## config.mk

```make
export PLATFORM = sky130hd
export DESIGN_NAME = multicycle_core
export DESIGN_NICKNAME = d
export VERILOG_FILES = /design/src/rtl/core_pkg.sv /design/src/rtl/core_fsm.sv /design/src/rtl/multicycle_core.sv
export SDC_FILE = /design/constraint.sdc
export NUM_CORES = 2
export LEC_CHECK = 0
export CORE_MARGIN = 2
export CORE_UTILIZATION = 45
export CTS_CLUSTER_DIAMETER = 40
export DETAILED_ROUTE_END_ITERATION = 8
export PLACE_DENSITY = 0.6
export SYNTH_ARGS = -nofsm -noshare
export SYNTH_HDL_FRONTEND = slang
export SYNTH_SLANG_ARGS = --single-unit
```

## constraint.sdc

```tcl
create_clock -name clk_i -period 5.7 [get_ports clk_i]
set_clock_uncertainty 0.1 [all_clocks]
set_input_delay 0.57 -clock clk_i [delete_from_list [all_inputs] [get_ports clk_i]]
set_output_delay 0.57 -clock clk_i [all_outputs]
set_load 0.05 [all_outputs]
```

## src/rtl/core_pkg.sv

```systemverilog
// Shared definitions for the multicycle core: FSM states, compare operations,
// ISA opcode encoding, instruction field layout and small decode helpers.
package core_pkg;

  typedef enum logic [2:0] {FETCH, DECODE, EXEC, MEM, WB, EXC} state_t;

  typedef enum logic [1:0] {CMP_NONE, CMP_EQ, CMP_GT, CMP_GE} cmp_op_t;

  localparam logic [3:0] OP_ADD = 4'h0;
  localparam logic [3:0] OP_SUB = 4'h1;
  localparam logic [3:0] OP_AND = 4'h2;
  localparam logic [3:0] OP_OR  = 4'h3;
  localparam logic [3:0] OP_XOR = 4'h4;
  localparam logic [3:0] OP_SLL = 4'h5;
  localparam logic [3:0] OP_SRL = 4'h6;
  localparam logic [3:0] OP_SLT = 4'h7;
  localparam logic [3:0] OP_LW  = 4'h8;
  localparam logic [3:0] OP_SW  = 4'h9;
  localparam logic [3:0] OP_BEQ = 4'hA;
  localparam logic [3:0] OP_BGT = 4'hB;
  localparam logic [3:0] OP_BGE = 4'hC;
  localparam logic [3:0] OP_JMP = 4'hD;

  // Instruction word: opcode[31:28] rd[27:23] ra[22:18] rb[17:13] imm[12:0]
  localparam int OPC_MSB = 31;
  localparam int OPC_LSB = 28;
  localparam int RD_MSB  = 27;
  localparam int RD_LSB  = 23;
  localparam int RA_MSB  = 22;
  localparam int RA_LSB  = 18;
  localparam int RB_MSB  = 17;
  localparam int RB_LSB  = 13;
  localparam int IMM_MSB = 12;
  localparam int IMM_LSB = 0;
  localparam int IMM_W   = IMM_MSB - IMM_LSB + 1;

  function automatic logic is_legal(input logic [3:0] op);
    return op <= OP_JMP;
  endfunction

  function automatic logic is_mem(input logic [3:0] op);
    return (op == OP_LW) || (op == OP_SW);
  endfunction

  function automatic logic is_writeback(input logic [3:0] op);
    logic wb;
    case (op)
      OP_ADD, OP_SUB, OP_AND, OP_OR, OP_XOR,
      OP_SLL, OP_SRL, OP_SLT, OP_LW: wb = 1'b1;
      default:                       wb = 1'b0;
    endcase
    return wb;
  endfunction

  function automatic cmp_op_t cmp_op_of(input logic [3:0] op);
    cmp_op_t c;
    case (op)
      OP_BEQ:  c = CMP_EQ;
      OP_BGT:  c = CMP_GT;
      OP_BGE:  c = CMP_GE;
      default: c = CMP_NONE;
    endcase
    return c;
  endfunction

endpackage

```

## src/rtl/core_fsm.sv

```systemverilog
// Instruction-sequencing state machine: state register plus next-state logic.
// Memory states wait on their ack; decode and execute can divert to EXC.
module core_fsm
  import core_pkg::*;
(
  input  logic   clk,
  input  logic   rst,
  input  logic   imem_ack,
  input  logic   dmem_ack,
  input  logic   illegal,
  input  logic   mem_op,
  input  logic   misaligned,
  output state_t state
);

  state_t state_q;
  state_t state_d;

  always_ff @(posedge clk) begin
    if (rst) begin
      state_q <= FETCH;
    end else begin
      state_q <= state_d;
    end
  end

  always_comb begin
    state_d = state_q;
    unique case (state_q)
      FETCH:   if (imem_ack) state_d = DECODE;
      DECODE:  state_d = illegal ? EXC : EXEC;
      EXEC: begin
        if (mem_op) begin
          state_d = misaligned ? EXC : MEM;
        end else begin
          state_d = WB;
        end
      end
      MEM:     if (dmem_ack) state_d = WB;
      WB:      state_d = FETCH;
      EXC:     state_d = FETCH;
      default: state_d = FETCH;
    endcase
  end

  assign state = state_q;

endmodule

```

## src/rtl/multicycle_core.sv

```systemverilog
// Multicycle core for the 4-bit-opcode ISA: each instruction walks through
// FETCH/DECODE/EXEC/[MEM]/WB with req/ack handshakes to both memories.
module multicycle_core
  import core_pkg::*;
#(
  parameter int          DATAWIDTH         = 32,
  parameter int          NUMREGS           = 32,
  parameter logic [31:0] RESET_PC          = 32'd0,
  parameter logic [31:0] EXCEPTION_ADDRESS = 32'd69,
  parameter int          CNT_WIDTH         = 32
) (
  input  logic                 clk_i,
  input  logic                 rst_i,
  output logic                 imem_req_o,
  output logic [31:0]          imem_addr_o,
  input  logic                 imem_ack_i,
  input  logic [31:0]          imem_rdata_i,
  output logic                 dmem_req_o,
  output logic                 dmem_we_o,
  output logic [DATAWIDTH-1:0] dmem_addr_o,
  output logic [DATAWIDTH-1:0] dmem_wdata_o,
  input  logic                 dmem_ack_i,
  input  logic [DATAWIDTH-1:0] dmem_rdata_i,
  output logic [31:0]          pc_o,
  output logic                 retire_o,
  output logic                 exception_o,
  output logic [CNT_WIDTH-1:0] cycle_cnt_o,
  output logic [CNT_WIDTH-1:0] instret_cnt_o
);

  localparam int IDX_W = (NUMREGS > 1) ? $clog2(NUMREGS) : 1;
  localparam int SHW   = $clog2(DATAWIDTH);

  state_t               state;
  logic [31:0]          ir;
  logic [31:0]          pc_q;
  logic [31:0]          next_pc_q;
  logic [31:0]          next_pc;
  logic [31:0]          imm_pc;
  logic [DATAWIDTH-1:0] imm_d;
  logic [DATAWIDTH-1:0] a_q;
  logic [DATAWIDTH-1:0] b_q;
  logic [DATAWIDTH-1:0] r_q;
  logic [DATAWIDTH-1:0] operand;
  logic [DATAWIDTH-1:0] alu_res;
  logic [DATAWIDTH-1:0] regs [NUMREGS];
  logic [CNT_WIDTH-1:0] cycle_q;
  logic [CNT_WIDTH-1:0] instret_q;
  logic [3:0]           opcode;
  logic [IDX_W-1:0]     rd_idx;
  logic [IDX_W-1:0]     ra_idx;
  logic [IDX_W-1:0]     rb_idx;
  logic [IDX_W-1:0]     wb_idx;
  logic                 taken;
  logic                 misaligned;
  logic                 illegal_op;
  logic                 mem_op;
  logic                 fetch_active;
  logic                 mem_active;

  // Register indices wrap modulo NUMREGS so non-power-of-two banks stay in range.
  assign opcode     = ir[OPC_MSB:OPC_LSB];
  assign rd_idx     = IDX_W'(32'(ir[RD_MSB:RD_LSB]) % NUMREGS);
  assign ra_idx     = IDX_W'(32'(ir[RA_MSB:RA_LSB]) % NUMREGS);
  assign rb_idx     = IDX_W'(32'(ir[RB_MSB:RB_LSB]) % NUMREGS);
  assign wb_idx     = (opcode == OP_LW) ? rb_idx : rd_idx;
  assign imm_pc     = {{(32 - IMM_W){ir[IMM_MSB]}}, ir[IMM_MSB:IMM_LSB]};
  assign imm_d      = {{(DATAWIDTH - IMM_W){ir[IMM_MSB]}}, ir[IMM_MSB:IMM_LSB]};
  assign illegal_op = !is_legal(opcode);
  assign mem_op     = is_mem(opcode);
  assign misaligned = alu_res[1:0] != 2'b00;

  core_fsm u_fsm (
    .clk        (clk_i),
    .rst        (rst_i),
    .imem_ack   (imem_ack_i),
    .dmem_ack   (dmem_ack_i),
    .illegal    (illegal_op),
    .mem_op     (mem_op),
    .misaligned (misaligned),
    .state      (state)
  );

  always_comb begin
    operand = mem_op ? imm_d : b_q;
    alu_res = '0;
    case (opcode)
      OP_SUB:  alu_res = a_q - operand;
      OP_AND:  alu_res = a_q & operand;
      OP_OR:   alu_res = a_q | operand;
      OP_XOR:  alu_res = a_q ^ operand;
      OP_SLL:  alu_res = a_q << operand[SHW-1:0];
      OP_SRL:  alu_res = a_q >> operand[SHW-1:0];
      OP_SLT:  alu_res = {{(DATAWIDTH - 1){1'b0}}, $signed(a_q) < $signed(operand)};
      default: alu_res = a_q + operand;
    endcase
  end

  // Branch targets are relative to the branch's own PC.
  always_comb begin
    taken = 1'b0;
    unique case (cmp_op_of(opcode))
      CMP_EQ:  taken = (a_q == b_q);
      CMP_GT:  taken = ($signed(a_q) > $signed(b_q));
      CMP_GE:  taken = ($signed(a_q) >= $signed(b_q));
      default: taken = 1'b0;
    endcase
    next_pc = (taken || (opcode == OP_JMP)) ? (pc_q + imm_pc) : (pc_q + 32'd4);
  end

  always_ff @(posedge clk_i) begin
    if (rst_i) begin
      ir        <= '0;
      a_q       <= '0;
      b_q       <= '0;
      r_q       <= '0;
      pc_q      <= RESET_PC;
      next_pc_q <= RESET_PC;
      cycle_q   <= '0;
      instret_q <= '0;
    end else begin
      cycle_q <= cycle_q + 1'b1;
      case (state)
        FETCH:  if (imem_ack_i) ir <= imem_rdata_i;
        DECODE: begin
          a_q <= regs[ra_idx];
          b_q <= regs[rb_idx];
        end
        EXEC: begin
          r_q       <= alu_res;
          next_pc_q <= next_pc;
        end
        MEM:    if (dmem_ack_i && (opcode == OP_LW)) r_q <= dmem_rdata_i;
        WB: begin
          pc_q      <= next_pc_q;
          instret_q <= instret_q + 1'b1;
        end
        EXC:    pc_q <= EXCEPTION_ADDRESS;
        default: ;
      endcase
    end
  end

  always_ff @(posedge clk_i) begin
    if (rst_i) begin
      for (int i = 0; i < NUMREGS; i++) begin
        regs[i] <= '0;
      end
    end else if ((state == WB) && is_writeback(opcode)) begin
      regs[wb_idx] <= r_q;
    end
  end

  // Outputs are gated by reset so nothing is requested or pulsed while held.
  always_comb begin
    fetch_active  = !rst_i && (state == FETCH);
    mem_active    = !rst_i && (state == MEM);
    imem_req_o    = fetch_active;
    imem_addr_o   = fetch_active ? pc_q : '0;
    dmem_req_o    = mem_active;
    dmem_we_o     = mem_active && (opcode == OP_SW);
    dmem_addr_o   = mem_active ? r_q : '0;
    dmem_wdata_o  = (mem_active && (opcode == OP_SW)) ? b_q : '0;
    retire_o      = !rst_i && (state == WB);
    exception_o   = !rst_i && (state == EXC);
    pc_o          = pc_q;
    cycle_cnt_o   = cycle_q;
    instret_cnt_o = instret_q;
  end

endmodule

```

## Word-level counts from Yosys, hierarchy flattened

Memories as Yosys holds them, arrays and structs flattened. A register that Yosys moved wholly into a read port is not among the register bits.
Index checks and enable logic that the tools add are counted.

| operators by class | value |
|---|---|
| $add $sub $neg | 6 |
| $lt $le $gt $ge | 4 |
| eq/ne operators | 25 |
| shift-type cells | 2 |
| multiplexer cells | 29 |
| bitwise logic cells | 3 |
| reduce and logical (&&, ||, !) cells | 18 |

Operators by type and width:

| cell | count |
|---|---|
| $mux W32 | 7 |
| $pmux W32 S7 | 1 |
| $pmux W32 S2 | 2 |
| $add A32 B1 Y32 const B | 2 |
| $add A32 B32 Y32 | 2 |
| $add A32 B3 Y32 const B | 1 |
| $and A32 B32 Y32 | 1 |
| $eq A32 B32 Y1 | 1 |
| $ge A32 B32 Y1 | 1 |
| $gt A32 B32 Y1 | 1 |
| $lt A32 B32 Y1 | 1 |
| $or A32 B32 Y32 | 1 |
| $reduce_or A32 Y1 | 1 |
| $shl A32 B5 Y32 | 1 |
| $shr A32 B5 Y32 | 1 |
| $sub A32 B32 Y32 | 1 |
| $xor A32 B32 Y32 | 1 |
| $eq A4 B4 Y1 const B | 6 |
| $eq A4 B3 Y1 const B | 4 |
| $mux W3 | 5 |
| $pmux W3 S4 | 1 |
| $mux W5 | 2 |
| $eq A4 B2 Y1 const B | 2 |
| $mux W4 | 2 |
| other kinds (17) | 39 |

| word-level totals | value |
|---|---|
| bits in registers | 195 |
| bits in writable memories | 1024 |
| memory bits (read-only) | 16 |
| memories kept | 2 |

Memories:

| name | depth | bits a word | read ports | clocked after memory_dff | write ports | RTL line | RTL |
|---|---|---|---|---|---|---|---|
| regs | 32 | 32 | 2 | 2 | 32 | multicycle_core.sv:46 | `logic [DATAWIDTH-1:0] regs [NUMREGS];` |
| (no name shown) | 16 | 1 | 1 | 1 | 0 | core_pkg.sv:47 | `case (op)` |

## Logic depth before layout (Yosys ltp)

| logic depth | value |
|---|---|
| word-level depth | 9 |
| gate-level depth with buffers | 18 |
| gate-level depth less buffers | 14 |

## By module

Synthesis repeated with hierarchy kept, for this count alone.

| second synthesis, totals | value |
|---|---|
| cells, all modules | 6089 |
| area total of the unflattened synthesis | 75646.3 µm² |

Modules (own cells, without submodules):

| module | times used | cells an instance | area each (µm²) | seq. area each (µm²) |
|---|---|---|---|---|
| multicycle_core | 1 | 6071 | 75474.9 | 35894.4 |
| core_fsm | 1 | 18 | 171.4 | 60.1 |

## Worst setup path before layout

Ideal clock, no wire load.

| path | value |
|---|---|
| path kind | reg-to-reg |
| start | register ir[29] |
| end | register r_q[19] |
| data arrival time | 4127 ps |
| slack | 1345 ps |
| stages on the path, launching flop included | 18 |
| period minus slack after synthesis | 4355 ps |
| path through | dfxtp_1 -> or3b_4 -> buf_6 -> a21boi_2 -> inv_1 -> clkbuf_1 -> clkbuf_1 -> buf_1 -> ha_1 -> o211ai_1 -> o211ai_1 -> a41oi_1 -> o21ai_0 -> a21oi_1 -> o21bai_1 -> a221o_1 -> a2111oi_1 -> o21ai_1 |

| on the way | value |
|---|---|
| word-level cells in the longest chain between the ends | 6 |

RTL lines:

| what | RTL line | RTL |
|---|---|---|
| from (decl) | multicycle_core.sv:35 | `logic [31:0] ir;` |
| from (signal assigned) | multicycle_core.sv:124 | `FETCH: if (imem_ack_i) ir <= imem_rdata_i;` |
| $eq A4 B4 Y1, on equally long branches | core_pkg.sv:42, multicycle_core.sv:133 |  |
| $logic_or A1 B1 Y1 | core_pkg.sv:42 | `return (op == OP_LW) \|\| (op == OP_SW);` |
| $mux W32 | multicycle_core.sv:85 | `operand = mem_op ? imm_d : b_q;` |
| $add A32 B32 Y32 (tied with other cells) | multicycle_core.sv:95 | `default: alu_res = a_q + operand;` |
| $pmux W32 S7 | multicycle_core.sv:87 | `case (opcode)` |
| $pmux W32 S2 | multicycle_core.sv:123 | `case (state)` |
| to (signal assigned) | multicycle_core.sv:130 | `r_q <= alu_res;` |
| to (signal assigned) | multicycle_core.sv:133 | `MEM: if (dmem_ack_i && (opcode == OP_LW)) r_q <= dmem_rdata_i;` |
| to (decl) | multicycle_core.sv:43 | `logic [DATAWIDTH-1:0] r_q;` |

Several ways; a longest one is shown, not always the timed one.
A chain may end at the register's enable or synchronous reset.

## Final worst setup path

| path | value |
|---|---|
| start | register ir[29] |
| end | register r_q[29] |

Same word-level chain as after synthesis.

==> run_results.csv <==
group,metric,value,unit
grt,grtUsageTotal,33.3,%
logic_synthesis,yosysUniqueCellTypes,94,
logic_synthesis,ys_seq_area_share,46.7,%
timing,fin_crit_sh,93.1,%
grt,grt_max_degree,129,
logic_synthesis,ys_ff_latch,1284,
power,power_frac_clock,42.4,%
clock_network,postCtsSetupBuffers,0,
logic_synthesis,synth.top_cell.area_share,40.0,%
critical_path,worst-path-max-fanout,12,
timing,hold_violations,0,
power,p_sw,9.43,mW
logic_synthesis,synthesis.nets,6472,
power,ir_worst_vdd,0.303,mV
logic_synthesis,synthArstFlopShare,0,%
critical_path,cp_slowest_cell,"nor3b_2",
critical_path,crit_chain,"nor3b_2 > and2_1 > buf_4 > a21o_1 > inv_1 > ha_1 > inv_1 > a211oi_1 > nand3_1 > nor3_1 > nor2_1 > o31ai_1 > a311oi_1 > o31ai_1 > o21ai_0",
placement,io_buffers,264,
logic_synthesis,syn_area_per_cell,12.3,µm²
min_path,hold_path.class,"primary input to flop",
die,dieWidth,418,µm
power,power_density,338,nW/µm²
die,initial_core_util,45.4,%
die,pin_count,265,
timing,fin_hold_ws,183,ps
die,core,170000,µm²
power,power_frac_comb,21.5,%
finish,final_common_cell,"and2_1",
critical_path,worstSetupPathType,"flop to flop",
logic_synthesis,synth-main-ff-cell,"edfxtp_1",
flow_run,drv_cap,0,
timing,tightest_slew,1320,ps
timing,fmax,0.188,GHz
timing,finalSetupViolations,0,
finish,mostFrequentLayoutCells,"and2_1 (1104), edfxtp_1 (1024), mux4_2 (654)",
logic_synthesis,synth_edf_count,1024,
clock_network,cts_root_buffer,"clkbuf_16",
die,die_area,174000,µm²
routing,antenna_left,0,
timing,rsz0062_at_grt,"false",
grt,grt_remaining_overflow,0,
clock_network,cts_tree,"yes",
clock_network,insertion_delay,830,ps
die,num_rows,151,
critical_path,critPathMaxStageDelay,730,ps
finish,area_growth,16.7,%
clock_network,clock-sinks,1284,
timing,fin_crit,5310,ps
timing,slew_headroom,11.8,%
logic_synthesis,syn_area,76900,µm²
critical_path,arrival,5880,ps
min_path,holdCritStartpoint,"imem_rdata_i[18]",
grt,grt_pass1_wl,416,mm
routing,drc,0,
clock_network,clkTransAtPathRegs,60,ps
power,power.leakage,31.8,nW
finish,seqCellArea,36000,µm²
grt,antenna_found_initial,19,
power,p_int,20.9,mW
finish,multiInputGateArea,38500,µm²
logic_synthesis,ys_warn_count,0,
clock_network,numCtsBuffers,202,
critical_path,required,6270,ps
grt,grt_pass1_vias,56300,
routing,wl_per_cell,33.4,µm
timing,tns,0,ps
finish,fin_nets,6609,
clock_network,cts_buffer_depth,3,
finish,layout-drive-gt1-share,21.2,%
routing,first_pass_iters,6,
logic_synthesis,yosys.area.top_type,"edfxtp_1",
critical_path,end_kind,"flop",
critical_path,critPathLaunch,"ir[29]$_SDFFE_PP0P_",
clock_network,cts-htree-levels,4,
die,die-height,418,µm
routing,totalWireLength,294,mm
status,status,"finished, final reports clean",
critical_path,r2r_start,"ir[29]$_SDFFE_PP0P_",
timing,maxSlewViolCount,0,
routing,vias,56900,
power,p_seq_share,36.1,%
logic_synthesis,synthCells,6245,
placement,routabilityCongestion,1.05,
logic_synthesis,synth_area_leaders,"edfxtp_1 (40%), mux4_2 (19%), and2_1 (9.0%)",
routing,viasPerCell,6.48,
finish,n_fill_cell,14300,
routing,drt_iter0_drc,7314,
placement,dpl.hpwl,194,mm
power,p_sw_share,31.0,%
critical_path,cp-start-kind,"flop",
-- cells by family after synthesis --
family / Yosys count / synth area share [%]
AND/OR/NAND/NOR: 2160 / 15.5
flip-flops: 1284 / 46.7
AO/OA/AOI/OAI: 913 / 8.07
multiplexers: 874 / 22.0
buffers and inverters: 729 / 3.65
adder cells (fa/ha/maj): 159 / 2.61
XOR/XNOR: 126 / 1.43
-- per-stage QoR --
step           util [%]  total power [mW]  std cells  cell area (µm²)  setup slack, ps
2_1_floorplan         -              14.9       6245            76900             1350
3_3_place_gp       48.7              17.4       8395            82700              679
3_5_place_dp       48.7              17.4       8395            82700              647
4_1_cts            52.9              30.3       8778            89800              595
5_1_grt            52.9              31.2       8778            89800              202
6_report           52.9              30.4       8782            89800              393
-- state kept, by name, summed over array words and instances (netlist names), named ones only --
register / cells
next_pc_q: 32
regs: 1024
cycle_cnt_o: 32
a_q: 32
pc_o: 32
ir: 32
instret_cnt_o: 32
b_q: 32
r_q: 32
u_fsm.state: 3
-- worst paths after layout --
path / slack [ps] / to / cells after the start
max: 390 / r_q[29]$_SDFFE_PP0P_ / 15
min: 180 / ir[18]$_SDFFE_PP0P_ / 3
max reg2reg: 390 / r_q[29]$_SDFFE_PP0P_ / 15
min reg2reg: 350 / next_pc_q[21]$_SDFFE_PP0P_ / 2
-- layout make-up --
type	count	area share, %
multi-input combinational	4232	42.9
sequential	1284	40.1
clock buffer	244	6.01
timing repair buffer	508	5.35
tap	2218	3.09
clock inverter	138	1.94
inverter	154	0.644
antenna	4	0.0111
-- critical path, delay by kind of cell, from the launching register on --
family                     cells  cell delay [ps]
DFF                            1              310
adders and majority gates      1              530
AOI/OAI and AO/OA              6             1530
buffers and inverters          3              630
and+or+nand+nor                5             2040
-- cell usage after synthesis, types with 11 or more instances --
cell / n
a211oi_1: 129
a21o_1: 60
a21oi_1: 203
a221o_1: 12
a221oi_1: 11
a22oi_1: 59
a311oi_1: 11
a31oi_1: 19
and2_1: 1104
and3_1: 37
buf_1: 66
buf_2: 15
clkbuf_1: 483
dfxtp_1: 260
edfxtp_1: 1024
ha_1: 157
inv_1: 152
mux2_2: 16
mux2i_1: 204
mux4_2: 654
nand2_1: 265
nand2b_1: 26
nand3_1: 81
nand4_1: 39
nor2_1: 343
nor2b_1: 17
nor3_1: 72
nor3b_1: 12
nor4_1: 56
o2111ai_1: 14
o211ai_1: 49
o21ai_0: 147
o21bai_1: 13
o221ai_1: 18
o22ai_1: 21
o31ai_1: 23
or2_2: 38
or3_1: 31
xnor2_1: 67
xor2_1: 59
-- timing repair --
item                                   in CTS  in global routing
hold buffers                                1                  0
endpoints found under the hold margin      20                  0
resized for setup                           0                  0
-- power groups by stage --
stage	registers, mW	clock network (mW)	logic, mW
after floorplan	10.8	0	4.08
after global placement	11.1	0	6.31
after detailed placement	11.1	0	6.31
after CTS	10.9	13.0	6.33
after global routing	11.0	13.4	6.79
final	11.0	12.9	6.52
-- metal layers --
| metal | global-route usage [%] | vias up | part of all wire, % |
|---|---|---|---|
| li1 | - | 24000 | - |
| met1 | 43.0 | 29000 | 38 |
| met2 | 53.1 | 3217 | 47 |
| met3 | 8.46 | 724 | 10 |
| met4 | 15.1 | 10 | 5.1 |
| met5 | 0 | - | 0.020 |
Power figures use the tool's default switching activity.
